File: src/rtl/seq_stage_controller.sv
// seq_stage_controller: top-level sequencer for a SEQ Y86-64 core.
// Walks one instruction at a time through FETCH, DECODE, EXECUTE, MEMORY,
// WRITEBACK and PC update. It owns the architectural PC, the status code,
// and the retired-instruction and cycle counters. Any fetch or data-memory
// fault, or a halt, parks the machine in STOP until the next start pulse.
module seq_stage_controller #(
  parameter logic [63:0] PC_RESET    = 64'd0,
  parameter logic [63:0] MEM_LIMIT   = 64'd2400,
  parameter int          MEM_TIMEOUT = 16
) (
  input  logic        clk,
  input  logic        rst,
  input  logic        start,
  input  logic [3:0]  Ins_Code,
  input  logic        Cnd,
  input  logic [63:0] Val_P,
  input  logic [63:0] Val_C,
  input  logic [63:0] Val_M,
  input  logic        mem_invalid_check,
  input  logic        instruction_invalid_check,
  input  logic        func_invalid_check,
  input  logic        mem_ready,
  input  logic        dmem_error,
  output logic [63:0] PC_adress,
  output logic        fetch_en,
  output logic        decode_en,
  output logic        execute_en,
  output logic        memory_en,
  output logic        writeback_en,
  output logic [1:0]  stat,
  output logic        running,
  output logic        done,
  output logic [63:0] instr_count,
  output logic [31:0] cycle_count,
  output logic [2:0]  state
);

  // Sequencer state encodings; these values are visible on the debug port.
  localparam logic [2:0] S_IDLE      = 3'd0;
  localparam logic [2:0] S_FETCH     = 3'd1;
  localparam logic [2:0] S_DECODE    = 3'd2;
  localparam logic [2:0] S_EXECUTE   = 3'd3;
  localparam logic [2:0] S_MEMORY    = 3'd4;
  localparam logic [2:0] S_WRITEBACK = 3'd5;
  localparam logic [2:0] S_PCUPD     = 3'd6;
  localparam logic [2:0] S_STOP      = 3'd7;

  // Y86-64 status codes.
  localparam logic [1:0] STAT_AOK = 2'd0;
  localparam logic [1:0] STAT_HLT = 2'd1;
  localparam logic [1:0] STAT_ADR = 2'd2;
  localparam logic [1:0] STAT_INS = 2'd3;

  // Instruction codes that redirect the PC.
  localparam logic [3:0] IC_HALT = 4'h0;
  localparam logic [3:0] IC_JXX  = 4'h7;
  localparam logic [3:0] IC_CALL = 4'h8;
  localparam logic [3:0] IC_RET  = 4'h9;

  // The wait counter must be able to hold MEM_TIMEOUT-1. One extra bit of
  // headroom keeps the width sensible for MEM_TIMEOUT values of 1 or 2.
  localparam int WAIT_W = $clog2(MEM_TIMEOUT + 1);
  localparam logic [WAIT_W-1:0] WAIT_LAST = WAIT_W'(MEM_TIMEOUT - 1);

  // Fault priority at decode: address error, then illegal code, then halt.
  function automatic logic [1:0] decode_status(
    input logic       adr_fault,
    input logic       ins_fault,
    input logic       fn_fault,
    input logic [3:0] icode
  );
    logic [1:0] result;
    if (adr_fault) begin
      result = STAT_ADR;
    end else if (ins_fault || fn_fault) begin
      result = STAT_INS;
    end else if (icode == IC_HALT) begin
      result = STAT_HLT;
    end else begin
      result = STAT_AOK;
    end
    return result;
  endfunction

  // New-PC selection: call and taken jumps go to the constant word, ret goes
  // to the popped return address, everything else falls through.
  function automatic logic [63:0] select_pc(
    input logic [3:0]  icode,
    input logic        cnd,
    input logic [63:0] valp,
    input logic [63:0] valc,
    input logic [63:0] valm
  );
    logic [63:0] result;
    if (icode == IC_CALL) begin
      result = valc;
    end else if ((icode == IC_JXX) && cnd) begin
      result = valc;
    end else if (icode == IC_RET) begin
      result = valm;
    end else begin
      result = valp;
    end
    return result;
  endfunction

  logic [1:0]        decode_stat;
  logic              decode_fault;
  logic [63:0]       new_pc;
  logic              pc_range_err;
  logic              mem_timeout;
  logic [WAIT_W-1:0] wait_cnt;

  logic [2:0] state_nxt;
  logic [1:0] stat_nxt;
  logic       restart;
  logic       pc_load;
  logic       retire;

  assign decode_stat  = decode_status(mem_invalid_check, instruction_invalid_check,
                                      func_invalid_check, Ins_Code);
  assign decode_fault = (decode_stat != STAT_AOK);
  assign new_pc       = select_pc(Ins_Code, Cnd, Val_P, Val_C, Val_M);
  assign pc_range_err = (new_pc > MEM_LIMIT);
  assign mem_timeout  = (wait_cnt == WAIT_LAST);

  // Stage enables decode straight from the state; a faulting decode never
  // reaches the register file, so decode_en drops in that same cycle.
  always_comb begin
    fetch_en     = (state == S_FETCH);
    decode_en    = (state == S_DECODE) && !decode_fault;
    execute_en   = (state == S_EXECUTE);
    memory_en    = (state == S_MEMORY);
    writeback_en = (state == S_WRITEBACK);
    running      = (state != S_IDLE) && (state != S_STOP);
    done         = (state == S_STOP);
  end

  // Next-state, status and PC/counter control for the instruction sequence.
  always_comb begin
    state_nxt = state;
    stat_nxt  = stat;
    restart   = 1'b0;
    pc_load   = 1'b0;
    retire    = 1'b0;
    case (state)
      S_IDLE, S_STOP: begin
        if (start) begin
          state_nxt = S_FETCH;
          stat_nxt  = STAT_AOK;
          restart   = 1'b1;
        end
      end
      S_FETCH: begin
        state_nxt = S_DECODE;
      end
      S_DECODE: begin
        if (decode_fault) begin
          stat_nxt  = decode_stat;
          state_nxt = S_STOP;
        end else begin
          state_nxt = S_EXECUTE;
        end
      end
      S_EXECUTE: begin
        state_nxt = S_MEMORY;
      end
      S_MEMORY: begin
        if (mem_ready) begin
          if (dmem_error) begin
            stat_nxt  = STAT_ADR;
            state_nxt = S_STOP;
          end else begin
            state_nxt = S_WRITEBACK;
          end
        end else if (mem_timeout) begin
          stat_nxt  = STAT_ADR;
          state_nxt = S_STOP;
        end
      end
      S_WRITEBACK: begin
        state_nxt = S_PCUPD;
      end
      S_PCUPD: begin
        if (pc_range_err) begin
          stat_nxt  = STAT_ADR;
          state_nxt = S_STOP;
        end else begin
          pc_load   = 1'b1;
          retire    = 1'b1;
          state_nxt = S_FETCH;
        end
      end
      default: begin
        state_nxt = S_IDLE;
      end
    endcase
  end

  // State and status registers.
  always_ff @(posedge clk or posedge rst) begin
    if (rst) begin
      state <= S_IDLE;
      stat  <= STAT_AOK;
    end else begin
      state <= state_nxt;
      stat  <= stat_nxt;
    end
  end

  // Architectural PC: loaded only on start or by a successful PC update.
  always_ff @(posedge clk or posedge rst) begin
    if (rst) begin
      PC_adress <= PC_RESET;
    end else if (restart) begin
      PC_adress <= PC_RESET;
    end else if (pc_load) begin
      PC_adress <= new_pc;
    end
  end

  // Retired-instruction counter; halted and faulting instructions never retire.
  always_ff @(posedge clk or posedge rst) begin
    if (rst) begin
      instr_count <= 64'd0;
    end else if (restart) begin
      instr_count <= 64'd0;
    end else if (retire) begin
      instr_count <= instr_count + 64'd1;
    end
  end

  // Saturating cycle counter that advances on every running cycle.
  always_ff @(posedge clk or posedge rst) begin
    if (rst) begin
      cycle_count <= 32'd0;
    end else if (restart) begin
      cycle_count <= 32'd0;
    end else if (running && (cycle_count != 32'hFFFF_FFFF)) begin
      cycle_count <= cycle_count + 32'd1;
    end
  end

  // Memory wait counter: held at zero outside MEMORY so each visit starts fresh.
  always_ff @(posedge clk or posedge rst) begin
    if (rst) begin
      wait_cnt <= '0;
    end else if (state != S_MEMORY) begin
      wait_cnt <= '0;
    end else if (!mem_ready && !mem_timeout) begin
      wait_cnt <= wait_cnt + WAIT_W'(1);
    end
  end

endmodule

File: config.mk
export PLATFORM = sky130hd
export DESIGN_NAME = seq_stage_controller
export DESIGN_NICKNAME = d
export VERILOG_FILES = /design/src/rtl/seq_stage_controller.sv
export SDC_FILE = /design/constraint.sdc
export NUM_CORES = 1
export LEC_CHECK = 0
export CORE_ASPECT_RATIO = 1.75
export CORE_MARGIN = 5
export CORE_UTILIZATION = 48
export CTS_BUF_LIST = sky130_fd_sc_hd__clkbuf_8
export DETAILED_ROUTE_END_ITERATION = 16
export PLACE_DENSITY = 0.88
export SLEW_MARGIN = 30
export SYNTH_ARGS = -nofsm -noshare
export SYNTH_HDL_FRONTEND = slang
export SYNTH_SLANG_ARGS = --single-unit
File: constraint.sdc
create_clock -name clk -period 18.83 [get_ports clk]
set_input_delay 4.7075 -clock clk [delete_from_list [all_inputs] [get_ports clk]]
set_output_delay 4.7075 -clock clk [all_outputs]
set_load 0.05 [all_outputs]
==> results of run 1 <==
## cells by family (layout without fill, tap and decap cells)
| group | Yosys count | count (layout) | share of synthesized area [%] |
|---|---|---|---|
| AND/OR/NAND/NOR | 487 | 487 | 30.0 |
| flip-flops | 170 | 170 | 46.5 |
| AO/OA/AOI/OAI | 143 | 143 | 9.87 |
| buffers and inverters | 70 | 431 | 3.79 |
| multiplexers | 61 | 61 | 7.07 |
| XOR/XNOR | 23 | 23 | 2.20 |
| adder cells (fa/ha/maj) | 4 | 4 | 0.547 |
| other | 0 | 3 | 0 |
## synth_stat cells (2+ instances only)
cell and count:
mux2_2 9, a31oi_1 2, o211ai_1 4, a21oi_1 56, buf_2 10, clkbuf_1 34, dfrtp_1 170, o41ai_1 4
or3_1 18, and3_1 17, a31o_2 2, o21ai_0 22, nand4_2 2, nand2b_1 15, nor2b_1 2, o311ai_1 4
mux2i_1 48, xnor2_1 8, buf_4 2, buf_6 8, ha_1 4, or4_1 37, nor4_1 43, and2_1 58
o31ai_1 39, nand2_1 95, or2_2 4, nand4_1 42, mux2i_2 2, and4_1 7, nor2_1 63, nand3b_1 3
nor3_1 23, a211oi_1 2, xor2_1 15, inv_1 15, nand3_1 44, nand4_4 3
## sequential cells by signal, summed over array words and instances, names as in the netlist
name	flops
PC_adress	64
instr_count	64
cycle_count	32
wait_cnt	5
state	3
stat	2
## report_power, final
part | internal (mW) | leakage [nW] | switching, mW | total [mW]
logic | 0.0994 | 2.88 | 0.181 | 0.280
registers | 0.376 | 2.36 | 0.0225 | 0.399
clock network | 0.108 | 0.188 | 0.149 | 0.256
## worst max-delay path: stages
cell and delay (ns):
clkdlybuf4s50_1 0.45, or3_4 0.44, o21ai_0 0.30, nor2b_1 0.12
clkdlybuf4s50_1 0.73
## worst max path at each step
stage	end	slack, ns	cells past startpoint
after CTS	decode_en	7.40	5
after detailed placement	decode_en	7.40	5
after floorplan	decode_en	8.45	2
after global placement	decode_en	7.45	5
after global routing	decode_en	7.35	5
final	decode_en	7.38	5
## layout make-up
class,instances,area share [%]
Clock inverter,15,1.06
Inverter,15,0.477
Multi-Input combinational cell,718,34.0
Clock buffer,17,1.75
Antenna cell,3,0.0561
Tap cell,238,2.22
Timing Repair Buffer,384,28.6
Sequential cell,170,31.8
## metrics by stage
stage                     hold WS [ns]  std cells
after floorplan                  0.497        958
after global placement           0.468       1525
after detailed placement         0.470       1525
after CTS                        0.495       1557
after global routing             0.502       1560
final                            0.491       1560
## routing by layer
metal / vias to the layer above / GRT usage (%)
met2: 449 / 53.2
met3: 77 / 9.41
met4: 2 / 14.6
met1: 4558 / 34.9
met5: - / 0
li1: 4233 / -
==> flow_summary.json, run 1 <==
{
  "status": "complete, no violations",
  "syn_area_um2": 9150,
  "io_buffers": 376,
  "cts_hold_buf": 0,
  "drtPass1Iterations": 5,
  "crit_required_ns": 14.12,
  "grt_pass1_vias": 9654,
  "yosysTopAreaCellShare_pct": 46.5,
  "fin_ws_ns": 7.38,
  "synth-seq-area-share_pct": 46.5,
  "yosys_register_bits": 170,
  "final_hold_viol_count": 0,
  "synthCells": 958,
  "maxSlewViolCount": 0,
  "overflow": 0,
  "setup_viol": 0,
  "synthesis.nets": 1167,
  "slew_headroom_pct": 38.7,
  "ys_top_cells_by_area": "dfrtp_1 (46%), mux2i_1 (5.3%), and2_1 (4.0%)",
  "clkSinkCount": 170,
  "rr_worst_depth": 7,
  "fin_tns_setup_ns": 0,
  "grt_pass1_wl_um": 53000,
  "vias": 9319,
  "fillers": 1406,
  "hpwl_um": 26000,
  "multi_input_area_um2": 4560,
  "root_buffer": "clkbuf_8",
  "fp-row-count": 66,
  "criticalPathCategory": "in2out",
  "crit_start": "Ins_Code[0]",
  "wl_met1_um": 12100,
  "htree_levels": 4,
  "max_cap_viol_count": 0,
  "ant_nets": 0,
  "worstSetupEndpointType": "output port",
  "finalInstanceArea_um2": 13400,
  "start_util_pct": 49.0,
  "final_common_cell": "clkdlybuf4s50_1",
  "wl_met2_um": 17400,
  "die_y_um": 193,
  "layout_common_cells": "clkdlybuf4s50_1 (376), dfrtp_1 (170), nand2_1 (94)",
  "clock_skew_ns": 0.0157,
  "cts_made_buffers": 17,
  "p_per_area_nw_per_um2": 69.9,
  "post-route-min-period_ns": 11.45,
  "cts.path.max_buffers": 2,
  "routed_wl_um": 34000,
  "fp.dieArea_um2": 22000,
  "yosysUniqueCellTypes": 60,
  "max-vdd-ir-drop_uv": 99.9,
  "cp_max_fo": 3,
  "drt-vias-per-instance": 5.97,
  "hp-class": "reg2reg",
  "antenna_found_initial": 4,
  "reg2reg_slack_ns": 15.47,
  "gr-usage-all-layers_pct": 31.0,
  "synth-main-ff-cell": "dfrtp_1",
  "fmax_mhz": 87.3,
  "wl_met3_um": 3020,
  "p_leak_nw": 5.42,
  "routedWlPerCell_um": 21.8,
  "p_total_mw": 0.935,
  "placed_cell_area_um2": 13000,
  "r2r-end": "instr_count[55]",
  "holdPathStages": 1,
  "clk_latency_ns": 0.47,
  "post_cts_buffers": 0,
  "regArea_um2": 4250,
  "start_kind": "input port",
  "finalNetCount": 1515,
  "hold_end": "PC_adress[54]",
  "path_clk_slew_ns": 0.09,
  "synth_edf_count": 0,
  "io_pins": 377,
  "min_from": "PC_adress[54]",
  "period_share_pct": 60.8,
  "core_area_um2": 18700,
  "dp_slack_ns": 7.40,
  "place_congestion": 0.901,
  "synthArstFlopShare_pct": 100,
  "area_growth_pct": 46.3,
  "final_util_pct": 71.7,
  "synth_area_per_cell_um2": 9.55,
  "yosys_warnings": 0,
  "r2r-start": "state[0]",
  "tritoncts": "built",
  "grt_max_degree": 111,
  "highest_layer": "met5",
  "drc_errors": 0,
  "die_w_um": 114,
  "final_layout_size_suffix_gt1_share_pct": 5.84,
  "worstPathArrival_ns": 6.74,
  "synth_top_area_cell": "dfrtp_1",
  "tightest_slew_ns": 0.910,
  "rsz0062_at_grt": "no",
  "drtIter0Drc": 530,
  "cts_resized": 0
}
No activity file was read; power rests on OpenSTA's default activity.
==> inputs of run 2 (changes only) <==
--- a/config.mk
+++ b/config.mk
@@ -7,10 +7,10 @@
 export LEC_CHECK = 0
 export CORE_ASPECT_RATIO = 1.75
 export CORE_MARGIN = 5
-export CORE_UTILIZATION = 48
+export CORE_UTILIZATION = 45
 export CTS_BUF_LIST = sky130_fd_sc_hd__clkbuf_8
 export DETAILED_ROUTE_END_ITERATION = 16
-export PLACE_DENSITY = 0.88
+export PLACE_DENSITY = 0.83
 export SLEW_MARGIN = 30
 export SYNTH_ARGS = -nofsm -noshare
 export SYNTH_HDL_FRONTEND = slang
==> constraint.sdc (replaced) <==
create_clock -name clk -period 11.4 [get_ports clk]
set_input_delay 2.85 -clock clk [delete_from_list [all_inputs] [get_ports clk]]
set_output_delay 2.85 -clock clk [all_outputs]
set_load 0.05 [all_outputs]
==> run 2 against run 1 <==
  * Register-to-register slack worse by 7.6 ns
  * Sequential share of layout area about the same
  * Worst hold slack better by 0.0019 ns
  * Sequential cell count unchanged
  * Global-route usage down 4.0 points
  * Die area up 6.2%
  * Critical path depth unchanged
  * Sequential power up 65%
  * Via count down 2.4%
  * Clock skew up 0.0067 ns
  * Critical path type unchanged
  * Critical endpoint unchanged
==> flow_summary.json, run 2 (synthesis results as in run 1) <==
{
  "tightest_slew_ns": 0.872,
  "hp-class": "reg2reg",
  "r2r-start": "state[0]",
  "area_growth_pct": 46.6,
  "routed_wl_um": 32500,
  "crit_required_ns": 8.55,
  "fp.dieArea_um2": 23400,
  "status": "complete, no violations",
  "max-vdd-ir-drop_uv": 149,
  "layout_common_cells": "clkdlybuf4s50_1 (376), dfrtp_1 (170), nand2_1 (94)",
  "worstSetupEndpointType": "output port",
  "slowest_delay_ns": 0.73,
  "max_cap_viol_count": 0,
  "crit_start": "Ins_Code[0]",
  "setup_viol": 0,
  "cts_resized": 0,
  "final_common_cell": "clkdlybuf4s50_1",
  "grt_pass1_vias": 9326,
  "rr_worst_depth": 7,
  "finalNetCount": 1514,
  "tritoncts": "built",
  "min_from": "PC_adress[19]",
  "root_buffer": "clkbuf_8",
  "rsz0062_at_grt": "no",
  "wl_met1_um": 12000,
  "grt_pass1_wl_um": 50600,
  "cts_made_buffers": 17,
  "final_util_pct": 66.4,
  "wl_met2_um": 16400,
  "routedWlPerCell_um": 20.7,
  "post-route-min-period_ns": 7.80,
  "final_hold_viol_count": 0,
  "vias": 9098,
  "path_clk_slew_ns": 0.09,
  "antenna_found_initial": 1,
  "clkSinkCount": 170,
  "drtIter0Drc": 606,
  "criticalPathCategory": "in2out",
  "slew_headroom_pct": 41.2,
  "fmax_mhz": 128,
  "io_buffers": 376,
  "place_congestion": 0.879,
  "fin_tns_setup_ns": 0,
  "htree_levels": 4,
  "r2r-end": "instr_count[55]",
  "clock_skew_ns": 0.0224,
  "cts.path.max_buffers": 2,
  "holdPathStages": 1,
  "crit_buf_inv": 2,
  "post_cts_buffers": 0,
  "start_util_pct": 45.3,
  "worstPathArrival_ns": 4.95,
  "slowest_stage": "clkdlybuf4s50_1",
  "p_leak_nw": 5.44,
  "clk_latency_ns": 0.49,
  "overflow": 0,
  "diodes": 0,
  "fp-row-count": 69,
  "period_share_pct": 68.4,
  "maxSlewViolCount": 0,
  "critical_path.most_common_cell": "clkdlybuf4s50_1",
  "ant_nets": 0,
  "cp_max_fo": 3,
  "drc_errors": 0,
  "hold_end": "PC_adress[19]",
  "hpwl_um": 24600,
  "crit_chain": "clkdlybuf4s50_1, or3_4, o21ai_0, nor2b_1, clkdlybuf4s50_1",
  "io_pins": 377,
  "wl_met3_um": 2790,
  "highest_layer": "met5",
  "die_w_um": 118,
  "drt-vias-per-instance": 5.81,
  "reg2reg_slack_ns": 7.88,
  "drtPass1Iterations": 5,
  "cts_hold_buf": 0,
  "cp_top_family": "buffers and inverters",
  "gr-usage-all-layers_pct": 27.0,
  "reg.largest.list": "PC_adress (64), instr_count (64), cycle_count (32)",
  "start_kind": "input port",
  "p_per_area_nw_per_um2": 116,
  "core_area_um2": 20200,
  "final_layout_size_suffix_gt1_share_pct": 5.69,
  "die_y_um": 199,
  "grt_max_degree": 111
}
run 2: cell count changes in the layout (fill, tap and decap cells not counted), moves of 2 or more:
cell / delta
clkinvlp_4: -3
clkinv_2: -3
diode_2: -3
clkinv_4: +3
clkinv_8: +2
run 2: per-stage QoR:
stage	instances	setup WS (ns)	hold WS, ns	total power, mW	instance area (µm²)
3_5_place_dp	1534	3.60	0.470	1.13	13000
6_report	1566	3.60	0.493	1.55	13400
2_1_floorplan	958	3.95	0.497	0.934	9150
4_1_cts	1566	3.59	0.497	1.57	13400
3_3_place_gp	1534	3.61	0.468	1.12	13000
5_1_grt	1566	3.52	0.508	1.63	13400
run 2: metal layers:
layer | track usage (%) | vias up
met5 | 0 | -
met4 | 11.7 | 2
met3 | 8.76 | 72
met2 | 46.2 | 419
met1 | 30.9 | 4374
li1 | - | 4231
run 2: area by class of cell:
type	count	area [µm²]
clock buffers	17	234
clock inverters	15	164
fillers	1648	6790
inverters	15	63.8
multi-input cells	718	4560
flip-flops and latches	170	4250
well taps	248	310
repair buffers	383	3820
run 2: power by group:
part / switching [mW] / total (mW) / internal (mW)
registers: 0.0366 / 0.658 / 0.621
clock network: 0.256 / 0.437 / 0.182
logic: 0.294 / 0.457 / 0.163
total: 0.586 / 1.55 / 0.967
run 2: worst max-delay path by stage:
stage | to | slack [ns] | depth (start not counted)
3_5_place_dp | decode_en | 3.60 | 5
3_3_place_gp | decode_en | 3.61 | 5
5_1_grt | decode_en | 3.52 | 5
2_1_floorplan | PC_adress[0] | 3.95 | 1
4_1_cts | decode_en | 3.59 | 5
6_report | decode_en | 3.60 | 5
==> inputs of run 3 (changes only) <==
--- a/config.mk
+++ b/config.mk
@@ -7,10 +7,10 @@
 export LEC_CHECK = 0
 export CORE_ASPECT_RATIO = 1.75
 export CORE_MARGIN = 5
-export CORE_UTILIZATION = 45
+export CORE_UTILIZATION = 40
 export CTS_BUF_LIST = sky130_fd_sc_hd__clkbuf_8
 export DETAILED_ROUTE_END_ITERATION = 16
-export PLACE_DENSITY = 0.83
+export PLACE_DENSITY = 0.78
 export SLEW_MARGIN = 30
 export SYNTH_ARGS = -nofsm -noshare
 export SYNTH_HDL_FRONTEND = slang
==> constraint.sdc (replaced) <==
create_clock -name clk -period 7 [get_ports clk]
set_input_delay 1.75 -clock clk [delete_from_list [all_inputs] [get_ports clk]]
set_output_delay 1.75 -clock clk [all_outputs]
set_load 0.05 [all_outputs]
==> run 3 against run 2 <==
  * Via count shrank 0.81%
  * Clock power increased by 59%
  * Worst hold slack hardly changed
  * First-iteration DRC count grew 28%
  * Sequential share of layout area fell by 0.13 points
  * Worst setup slack got worse by 2.1 ns
  * Non-clock buffer count is 2 higher
  * Combinational power increased by 65%
  * Sequential cell count stayed put
  * Clock skew is 0.0099 ns lower
  * Cell count grew 3.4%
==> flow_summary.json, run 3 (synthesis results as in run 1) <==
{
  "status": "complete, no violations",
  "rr_worst_depth": 7,
  "rsz0062_at_grt": "no",
  "criticalPathCategory": "in2out",
  "drtIter0Drc": 775,
  "finalInstanceArea_um2": 13500,
  "post-route-min-period_ns": 5.53,
  "period_share_pct": 79.0,
  "cts_resized": 0,
  "final_hold_viol_count": 0,
  "root_buffer": "clkbuf_8",
  "fin_tns_setup_ns": 0,
  "max-vdd-ir-drop_uv": 227,
  "maxSlewViolCount": 0,
  "post_cts_buffers": 0,
  "sequentialPowerShare_pct": 42.5,
  "diodes": 0,
  "reg.largest.list": "PC_adress (64), instr_count (64), cycle_count (32)",
  "cts_made_buffers": 17,
  "max_cap_viol_count": 0,
  "drt-vias-per-instance": 5.57,
  "routed_wl_um": 33000,
  "fp.dieArea_um2": 26100,
  "grt_pass1_wl_um": 51400,
  "grt_max_degree": 110,
  "p_sw_mw": 0.925,
  "placed_cell_area_um2": 13100,
  "cts_hold_buf": 0,
  "hpwl_um": 25300,
  "holdWs_ns": 0.493,
  "start_util_pct": 40.4,
  "routedWlPerCell_um": 20.4,
  "clock_skew_ns": 0.0125,
  "worstSetupEndpointType": "output port",
  "final_layout_size_suffix_gt1_share_pct": 5.76,
  "final_common_cell": "clkdlybuf4s50_1",
  "finalNetCount": 1516,
  "vias": 9024,
  "setup_viol": 0,
  "die_y_um": 210,
  "overflow": 0,
  "clk_latency_ns": 0.48,
  "place_congestion": 0.939,
  "fmax_mhz": 181,
  "htree_levels": 4,
  "cts.path.max_buffers": 2,
  "start_kind": "input port",
  "layout_common_cells": "clkdlybuf4s50_1 (376), dfrtp_1 (170), nand2_1 (94)",
  "clock_power_share_pct": 27.6,
  "reg2reg_slack_ns": 3.52,
  "core_area_um2": 22700,
  "path_clk_slew_ns": 0.08,
  "p_leak_nw": 5.43,
  "io_buffers": 376,
  "drc_errors": 0,
  "ant_nets": 0,
  "swShare_pct": 36.7,
  "io_pins": 377,
  "hp-class": "reg2reg",
  "fp-row-count": 73,
  "endpoint": "decode_en",
  "r2r-end": "instr_count[57]",
  "r2r-start": "state[0]",
  "power.internal_mw": 1.60,
  "grt_pass1_vias": 9073,
  "tritoncts": "built",
  "antenna_found_initial": 1,
  "cp_max_fo": 3,
  "area_growth_pct": 47.2,
  "crit_required_ns": 5.25,
  "crit_start": "Ins_Code[0]",
  "die_w_um": 124,
  "slew_headroom_pct": 33.8,
  "drtPass1Iterations": 5,
  "worstPathArrival_ns": 3.78,
  "p_per_area_nw_per_um2": 187,
  "min_from": "PC_adress[42]",
  "gr-usage-all-layers_pct": 24.6,
  "p_comb_share_pct": 29.9,
  "tightest_slew_ns": 0.982,
  "clkSinkCount": 170
}
## run 3: cell types whose count changed in the layout (fill, tap and decap cells not counted), sizes merged
| cell | change |
|---|---|
| clkbuf | +4 |
| inv | -3 |
| buf | +2 |
| clkinv | -4 |
| clkinvlp | +2 |
## run 3: critical path, stage by stage
cell and delay, ns:
clkdlybuf4s50_1 0.44, or3_4 0.42, o21ai_0 0.32, nor2b_1 0.11, clkdlybuf4s50_1 0.72
## run 3: area by class of cell
| class | instances | area, µm² |
|---|---|---|
| Tap cell | 300 | 375 |
| Sequential cell | 170 | 4250 |
| Clock buffer | 21 | 289 |
| Fill cell | 2011 | 9190 |
| Timing Repair Buffer | 385 | 3830 |
| Multi-Input combinational cell | 718 | 4560 |
| Clock inverter | 10 | 90.1 |
| Inverter | 15 | 61.3 |
## run 3: power groups by stage
stage                     clock network, mW  registers, mW  logic, mW
after floorplan                           0           1.16      0.364
after global placement                    0           1.09      0.743
after detailed placement                  0           1.09      0.758
after CTS                             0.717           1.07      0.763
after global routing                  0.755           1.08      0.812
final                                 0.696           1.07      0.754
## run 3: worst min-delay path by stage
| stage | end | slack, ns | depth (start not counted) |
|---|---|---|---|
| finish | PC_adress[42] | 0.49 | 1 |
| floorplan | wait_cnt[3] | 0.50 | 2 |
| global placement | PC_adress[62] | 0.47 | 1 |
| global route | PC_adress[50] | 0.51 | 1 |
| CTS | PC_adress[18] | 0.50 | 1 |
| detailed placement | PC_adress[58] | 0.47 | 1 |
## run 3: through the flow
step                std cells  setup WS [ns]  power (mW)  util [%]
floorplan                 958          0.647        1.52         -
global placement         1588           1.54        1.83      57.7
detailed placement       1588           1.47        1.85      57.7
CTS                      1619           1.47        2.55      59.4
global route             1619           1.35        2.64      59.4
finish                   1619           1.47        2.52      59.4
## run 3: routing by layer
layer  part of all wire [%]  global-route usage [%]  vias up
li1                       -                       -     4224
met2                     52                    43.5      341
met5                  0.061                       0        -
met3                    6.5                    6.39       54
met1                     39                    28.5     4403
met4                    3.0                    9.38        2
